File: src/rtl/conv_psum_accumulator_pkg.sv
// Shared widths, Q-format defaults and FSM state encodings for the
// partial-sum accumulator and its output stage.
package conv_psum_accumulator_pkg;

  localparam int DEF_DATA_BITS   = 16;
  localparam int DEF_FRAC_BITS   = 8;
  localparam int DEF_KERNEL_TAPS = 9;
  localparam int DEF_ACC_BITS    = 36;

  localparam logic [1:0] ST_ACC    = 2'd0;
  localparam logic [1:0] ST_FINISH = 2'd1;
  localparam logic [1:0] ST_HOLD   = 2'd2;

endpackage

File: src/rtl/conv_psum_accumulator_sat_relu_16b.sv
// Combinational output stage: adds the bias, rounds half up, optionally
// clamps negatives to zero and saturates the sum to DATA_BITS.
module sat_relu_16b
  import conv_psum_accumulator_pkg::*;
#(
  parameter int ACC_BITS  = DEF_ACC_BITS,
  parameter int DATA_BITS = DEF_DATA_BITS,
  parameter int FRAC_BITS = DEF_FRAC_BITS
) (
  input  logic signed [ACC_BITS-1:0]  acc,
  input  logic signed [DATA_BITS-1:0] bias,
  input  logic                        relu_en,
  output logic signed [DATA_BITS-1:0] result
);

  // Two guard bits keep the bias and rounding additions from ever wrapping.
  localparam int SUM_BITS = ACC_BITS + 2;
  localparam logic signed [SUM_BITS-1:0] ROUND_HALF = SUM_BITS'(64'sd1 <<< (FRAC_BITS - 1));
  localparam logic signed [SUM_BITS-1:0] SAT_MAX    = SUM_BITS'((64'sd1 <<< (DATA_BITS - 1)) - 64'sd1);
  localparam logic signed [SUM_BITS-1:0] SAT_MIN    = SUM_BITS'(-(64'sd1 <<< (DATA_BITS - 1)));

  logic signed [SUM_BITS-1:0] acc_ext;
  logic signed [SUM_BITS-1:0] bias_ext;
  logic signed [SUM_BITS-1:0] sum;
  logic signed [SUM_BITS-1:0] rounded;
  logic signed [SUM_BITS-1:0] clamped;

  // Round, ReLU and saturate in one combinational pass.
  always_comb begin
    acc_ext  = SUM_BITS'(acc);
    bias_ext = SUM_BITS'(bias) <<< FRAC_BITS;
    sum      = acc_ext + bias_ext + ROUND_HALF;
    rounded  = sum >>> FRAC_BITS;
    if (relu_en && rounded[SUM_BITS-1]) begin
      clamped = {SUM_BITS{1'b0}};
    end else begin
      clamped = rounded;
    end
    if (clamped > SAT_MAX) begin
      result = DATA_BITS'(SAT_MAX);
    end else if (clamped < SAT_MIN) begin
      result = DATA_BITS'(SAT_MIN);
    end else begin
      result = DATA_BITS'(clamped);
    end
  end

endmodule

File: src/rtl/conv_psum_accumulator.sv
// Per-output-pixel MAC stage: accumulates KERNEL_TAPS pixel*weight products,
// then emits the biased, rounded, optionally ReLU'd and saturated result.
module conv_psum_accumulator
  import conv_psum_accumulator_pkg::*;
#(
  parameter int DATA_BITS   = DEF_DATA_BITS,
  parameter int KERNEL_TAPS = DEF_KERNEL_TAPS,
  parameter int FRAC_BITS   = DEF_FRAC_BITS,
  parameter int ACC_BITS    = DEF_ACC_BITS
) (
  input  logic                        clk,
  input  logic                        rst,
  input  logic                        in_valid,
  output logic                        in_ready,
  input  logic signed [DATA_BITS-1:0] pixel,
  input  logic signed [DATA_BITS-1:0] weight,
  input  logic signed [DATA_BITS-1:0] bias,
  input  logic                        relu_en,
  output logic                        out_valid,
  input  logic                        out_ready,
  output logic signed [DATA_BITS-1:0] out_data,
  output logic                        busy
);

  localparam int CNT_BITS  = $clog2(KERNEL_TAPS + 1);
  localparam int PROD_BITS = 2 * DATA_BITS;
  localparam logic [CNT_BITS-1:0] LAST_TAP = CNT_BITS'(KERNEL_TAPS - 1);

  logic [1:0]                  state;
  logic signed [ACC_BITS-1:0]  acc;
  logic [CNT_BITS-1:0]         tap_cnt;
  logic signed [DATA_BITS-1:0] bias_q;
  logic signed [PROD_BITS-1:0] product;
  logic signed [ACC_BITS-1:0]  product_ext;
  logic signed [DATA_BITS-1:0] result;
  logic                        tap_fire;

  // Ready is forced low while reset is asserted, not just after it.
  assign in_ready    = (state == ST_ACC) && !rst;
  assign tap_fire    = in_valid && in_ready;
  assign product     = pixel * weight;
  assign product_ext = {{(ACC_BITS - PROD_BITS){product[PROD_BITS-1]}}, product};

  sat_relu_16b #(
    .ACC_BITS  (ACC_BITS),
    .DATA_BITS (DATA_BITS),
    .FRAC_BITS (FRAC_BITS)
  ) u_sat_relu (
    .acc     (acc),
    .bias    (bias_q),
    .relu_en (relu_en),
    .result  (result)
  );

  // Window FSM, accumulator and registered output.
  always_ff @(posedge clk or posedge rst) begin
    if (rst) begin
      state     <= ST_ACC;
      acc       <= {ACC_BITS{1'b0}};
      tap_cnt   <= {CNT_BITS{1'b0}};
      bias_q    <= {DATA_BITS{1'b0}};
      out_valid <= 1'b0;
      out_data  <= {DATA_BITS{1'b0}};
      busy      <= 1'b0;
    end else begin
      case (state)
        ST_ACC: begin
          if (tap_fire) begin
            acc     <= acc + product_ext;
            tap_cnt <= tap_cnt + CNT_BITS'(1);
            busy    <= 1'b1;
            if (tap_cnt == {CNT_BITS{1'b0}}) begin
              bias_q <= bias;
            end
            if (tap_cnt == LAST_TAP) begin
              state <= ST_FINISH;
            end
          end
        end
        ST_FINISH: begin
          out_data  <= result;
          out_valid <= 1'b1;
          state     <= ST_HOLD;
        end
        ST_HOLD: begin
          if (out_ready) begin
            out_valid <= 1'b0;
            acc       <= {ACC_BITS{1'b0}};
            tap_cnt   <= {CNT_BITS{1'b0}};
            busy      <= 1'b0;
            state     <= ST_ACC;
          end
        end
        default: begin
          state <= ST_ACC;
        end
      endcase
    end
  end

endmodule

File: config.mk
export PLATFORM = sky130hd
export DESIGN_NAME = conv_psum_accumulator
export DESIGN_NICKNAME = d
export VERILOG_FILES = /design/src/rtl/conv_psum_accumulator_pkg.sv /design/src/rtl/conv_psum_accumulator_sat_relu_16b.sv /design/src/rtl/conv_psum_accumulator.sv
export SDC_FILE = /design/constraint.sdc
export NUM_CORES = 1
export LEC_CHECK = 0
export CORE_MARGIN = 2
export CORE_UTILIZATION = 55
export CTS_BUF_LIST = sky130_fd_sc_hd__clkbuf_8
export CTS_CLUSTER_DIAMETER = 200
export DETAILED_ROUTE_END_ITERATION = 7
export PLACE_DENSITY = 0.85
export SYNTH_ARGS = -nofsm -noshare
export SYNTH_HDL_FRONTEND = slang
export SYNTH_SLANG_ARGS = --single-unit
File: constraint.sdc
create_clock -name clk -period 7.5 [get_ports clk]
set_clock_uncertainty 0.15 [all_clocks]
set_input_delay 0.75 -clock clk [delete_from_list [all_inputs] [get_ports clk]]
set_output_delay 0.75 -clock clk [all_outputs]
set_load 0.005 [all_outputs]
; Word-level counts from Yosys, hierarchy flattened
; Cells that the tools add are included.
[totals]
register_bits = 76
latch_bits = 0
ram_bits = 0
rom_bits = 0
mem_count = 0
[classes]
n_addsub = 4
multipliers = 1
n_div = 0
order_cmp = 2
n_eq_ne = 6
shift = 0
n_mux = 17
bitwise_logic = 0
reduce_logical = 12
[op_table]
columns = cell, count
row1 = $mux 36, 2
row2 = $pmux 36 s2, 1
row3 = $add 38x9->38 const B, 1
row4 = $gt 38x16->1 const B, 1
row5 = $lt 38x16->1 const B, 1
row6 = $mux 38, 1
row7 = $add 36x24->37, 1
row8 = $add 36x32->36, 1
row9 = $mul 16x16->32, 1
row10 = $mux 16, 2
row11 = $reduce_and 3->1, 3
row12 = $mux 4, 2
row13 = $pmux 4 s2, 1
row14 = $mux 2, 3
row15 = $pmux 2 s3, 1
row16 = $add 4x1->4 const B, 1
row17 = $eq 4x4->1 const B, 1
row18 = $logic_not 4->1, 1
row19 = $ne 2x2->1 const B, 2
row20 = $pmux 1 s2, 2
row21 = $reduce_bool 2->1, 2
row22 = $logic_and 1x1->1, 3
row23 = $eq 2x1->1 const B, 1
row24 = $eq 2x2->1 const B, 1
row25 = other kinds (5), 6

; Longest topological paths before layout
[logic_depth]
ltp_word = 7
depth_mapped = 27
depth_no_buf = 26

; Hierarchy
; From an unflattened synthesis, not the netlist that was laid out.
[hier_totals]
cells_unflattened = 1839
hier_area_um2 = 16913.7
[by_module_without_submodules]
columns = mod, n_inst, cells_per_inst, area_per_inst_um2, seq_area_each_um2
row1 = conv_psum_accumulator, 1, 1532, 14727.9, 1901.8
row2 = sat_relu_16b, 1, 307, 2185.8, 0.0

; Worst setup path after synthesis
; Ideal clock, no wire load.
[synth_path]
kind = input to register
from = in weight[15]
to = reg acc[34]
setup_time_ns = 0.133
t_arrival_ns = 6.823
required_ns = 7.217
path_slack_ns = 0.394
path_stages = 25
n_path_buf = 1
path_cell_list = inv_1 -> buf_1 -> nor2_1 -> fa_1 -> fa_1 -> fa_1 -> fa_1 -> fa_1 -> inv_1 -> fa_1 -> inv_1 -> ha_1 -> a21o_1 -> a21oi_1 -> o21ai_0 -> a21oi_1 -> nand4_1 -> a211oi_1 -> o21ai_0 -> a21oi_1 -> o21ai_0 -> a211oi_1 -> a211oi_1 -> xnor2_1 -> o21ai_0
[synth_via]
elab_chain_cells = 4
[synth_lines]
columns = element, line_no
row1 = start: declaration, conv_psum_accumulator.sv:16  ; input logic signed [DATA_BITS-1:0] weight,
row2 = $mul 16x16->32, conv_psum_accumulator.sv:41  ; assign product = pixel * weight;
row3 = $add 36x32->36, conv_psum_accumulator.sv:69  ; acc <= acc + product_ext;
row4 = $mux 36, conv_psum_accumulator.sv:68  ; if (tap_fire) begin
row5 = $pmux 36 s2, conv_psum_accumulator.sv:66  ; case (state)
row6 = end signal: assignment, conv_psum_accumulator.sv:59  ; acc <= {ACC_BITS{1'b0}};
row7 = end signal: assignment, conv_psum_accumulator.sv:69
row8 = end signal: assignment, conv_psum_accumulator.sv:88  ; acc <= {ACC_BITS{1'b0}};
row9 = end: declaration, conv_psum_accumulator.sv:30  ; logic signed [ACC_BITS-1:0] acc;
; No other way between the ends. The select of a mux whose other input is x is not followed.
; A chain may end at the register's enable or synchronous reset.

; Worst setup path in the final report
[layout_path]
from = in weight[9]
to = reg acc[33]
; The elaborated chain is that of the path after synthesis.

==> impl_metrics.json <==
{
  "holdWs_ns": 0.334,
  "antenna_cells": 0,
  "post-route-min-period_ns": 7.26,
  "avgRoutedWirePerCell_um": 16.1,
  "grt_max_degree": 77,
  "die_h_um": 181,
  "netlist_area_um2": 17200,
  "wl_um": 39500,
  "slowest_delay_ns": 0.56,
  "fin_nets": 2559,
  "setup_viol": 0,
  "critPathMostFrequentCell": "fa_1",
  "die_w_um": 181,
  "clkSinkCount": 76,
  "status": "finished clean",
  "max_cap_violations": 0,
  "syn_nets": 2395,
  "critical_path_required_ns": 7.59,
  "crit_fanout": 7,
  "root_buffer": "clkbuf_8",
  "clk_pin_slew_ns": 0.09,
  "rows": 64,
  "grt_pass1_vias": 15200,
  "vias": 13500,
  "firstDrtPassIters": 5,
  "relSlewSlack": 0.355,
  "die_area_um2": 32700,
  "synth_cell_types": 82,
  "grt_overflow_total": 0,
  "synth_cells": 1889,
  "tns_ns": 0,
  "dpl.hpwl_um": 34200,
  "ioPinCount": 72,
  "mostFrequentLayoutCell": "inv_1",
  "min_period_over_period": 0.968,
  "fmaxAchievable_mhz": 138,
  "ys.flop_type": "dfrtp_1",
  "drive_gt1_frac": 0.104,
  "cts_hold_buffers": 0,
  "min_path_type": "register to register",
  "cp-end-kind": "register",
  "hold_depth": 2,
  "final_cell_mix": "inv_1, fa_1, nand2_1",
  "seq_area_frac_synth": 0.111,
  "r2r_cells": 25,
  "slew_violations": 0,
  "syn_area_per_cell_um2": 9.09,
  "portBuffers": 71,
  "worst-slew-pin-transition_ns": 0.968,
  "slowest_stage": "fa_1",
  "place_congestion": 0.895,
  "viasPerCell": 5.50,
  "drc": 0,
  "yosysWarnings": 0,
  "crit_path_start_kind": "primary input",
  "crit_type": "primary input to register",
  "grt_pass1_wl_um": 70000,
  "ys_ff_latch": 76,
  "cts_tree": "done",
  "fillers": 2426,
  "antenna_found_initial": 0,
  "area_growth_pct": 13.3,
  "antenna_left": 0,
  "clkLatencyLatePin_ns": 0.38,
  "start_util": 0.560,
  "cts_buffers": 9,
  "arrival_ns": 7.35,
  "cts.path.max_buffers": 2,
  "h-tree-depth": 3,
  "core_region_area_um2": 30700,
  "grt_usage": 0.258,
  "synth-edff-count": 0,
  "hold_viol_final": 0,
  "drt_iter0_drc": 768,
  "async_flop_share": 1.00
}
-- Yosys cell counts, types with 11 or more instances --
master    count  area (µm²)
inv_1       411        1540
fa_1        315        6310
nand2_1     171         642
and2_1      139         870
ha_1        138        1730
dfrtp_1      76        1900
nor2_1       68         255
o21ai_0      62         310
a21oi_1      55         275
nand3_1      54         270
xnor2_1      50         438
clkbuf_1     47         176
xor2_1       31         272
a21o_1       22         165
mux2_2       15         169
nand4_1      14        87.6
o22a_1       14         123
nand2b_1     13        81.3
nor3_1       13        65.1
o21a_1       11        82.6
o21bai_1     11        82.6
-- registers in the layout, indices dropped and copies added, names as in the netlist --
register	flops
acc	36
bias_q	16
out_data	16
tap_cnt	4
state	2
busy	1
out_valid	1
-- cell type report --
cell class / count / area (µm²) / share of cell area
well taps: 396 / 495 / 0.0255
inverters: 412 / 1550 / 0.0795
repair buffers: 213 / 1810 / 0.0932
clock inverters: 7 / 80.1 / 0.00411
flip-flops and latches: 76 / 1900 / 0.0977
clock buffers: 9 / 124 / 0.00636
multi-input cells: 1341 / 13500 / 0.694
-- final timing paths --
path | slack (ns) | start | to
setup / recovery | 0.24 | weight[9] | acc[33]$_DFFE_PP0P_
hold / removal | 0.33 | out_data[15]$_DFFE_PP0P_ | out_data[15]$_DFFE_PP0P_
setup reg to reg | 1.44 | acc[3]$_DFFE_PP0P_ | acc[33]$_DFFE_PP0P_
hold reg to reg | 0.33 | out_data[15]$_DFFE_PP0P_ | out_data[15]$_DFFE_PP0P_
max in group asynchronous | 5.69 | rst | bias_q[15]$_DFFE_PP0P_
min in group asynchronous | 0.88 | rst | state[0]$_DFFE_PP0P_
-- cell families (layout without fill, tap and decap cells) --
kind of cell             count (synthesis)  in the layout  synth area share
multiplexers                            20             20            0.0127
AND/OR/NAND/NOR                        538            538             0.160
AO/OA/AOI/OAI                          247            247            0.0995
flip-flops                              76             76             0.111
XOR/XNOR                                83             83            0.0432
adder cells (fa/ha/maj)                453            453             0.468
buffers and inverters                  472            641             0.106
-- critical path: cells and delay by family --
kind | cells | cell delay (ns)
simple gates | 3 | 0.35
compound gates | 10 | 1.69
xor+xnor | 1 | 0.15
fa+ha+maj | 7 | 3.51
buf+inv | 6 | 0.90
-- timing repair --
action | in CTS | in global routing
buffers inserted | 0 | 1
setup endpoints to repair | 0 | 8
hold endpoints to repair | 0 | 0
gates resized for setup | 0 | 29
-- through the flow --
stage | setup slack, ns | util | instance area, µm² | std cells
floorplan | 0.394 | - | 17200 | 1889
global placement | -0.249 | 0.625 | 19200 | 2437
detailed placement | -0.288 | 0.625 | 19200 | 2437
CTS | 0.0690 | 0.632 | 19400 | 2453
global route | -0.0369 | 0.635 | 19500 | 2454
finish | 0.237 | 0.635 | 19500 | 2454
-- routing by layer --
layer	vias to the layer above	share of wire	routed length, µm	GRT usage
met5	-	0	0	0
met4	0	0.037	1480	0.0981
met3	115	0.036	1440	0.0248
met2	342	0.53	21100	0.476
met1	6809	0.39	15500	0.312
li1	6243	-	-	-
Power is left out: the tool's default activity adds up to more than one toggle a clock period on the data nets, which glitch-free logic cannot reach.
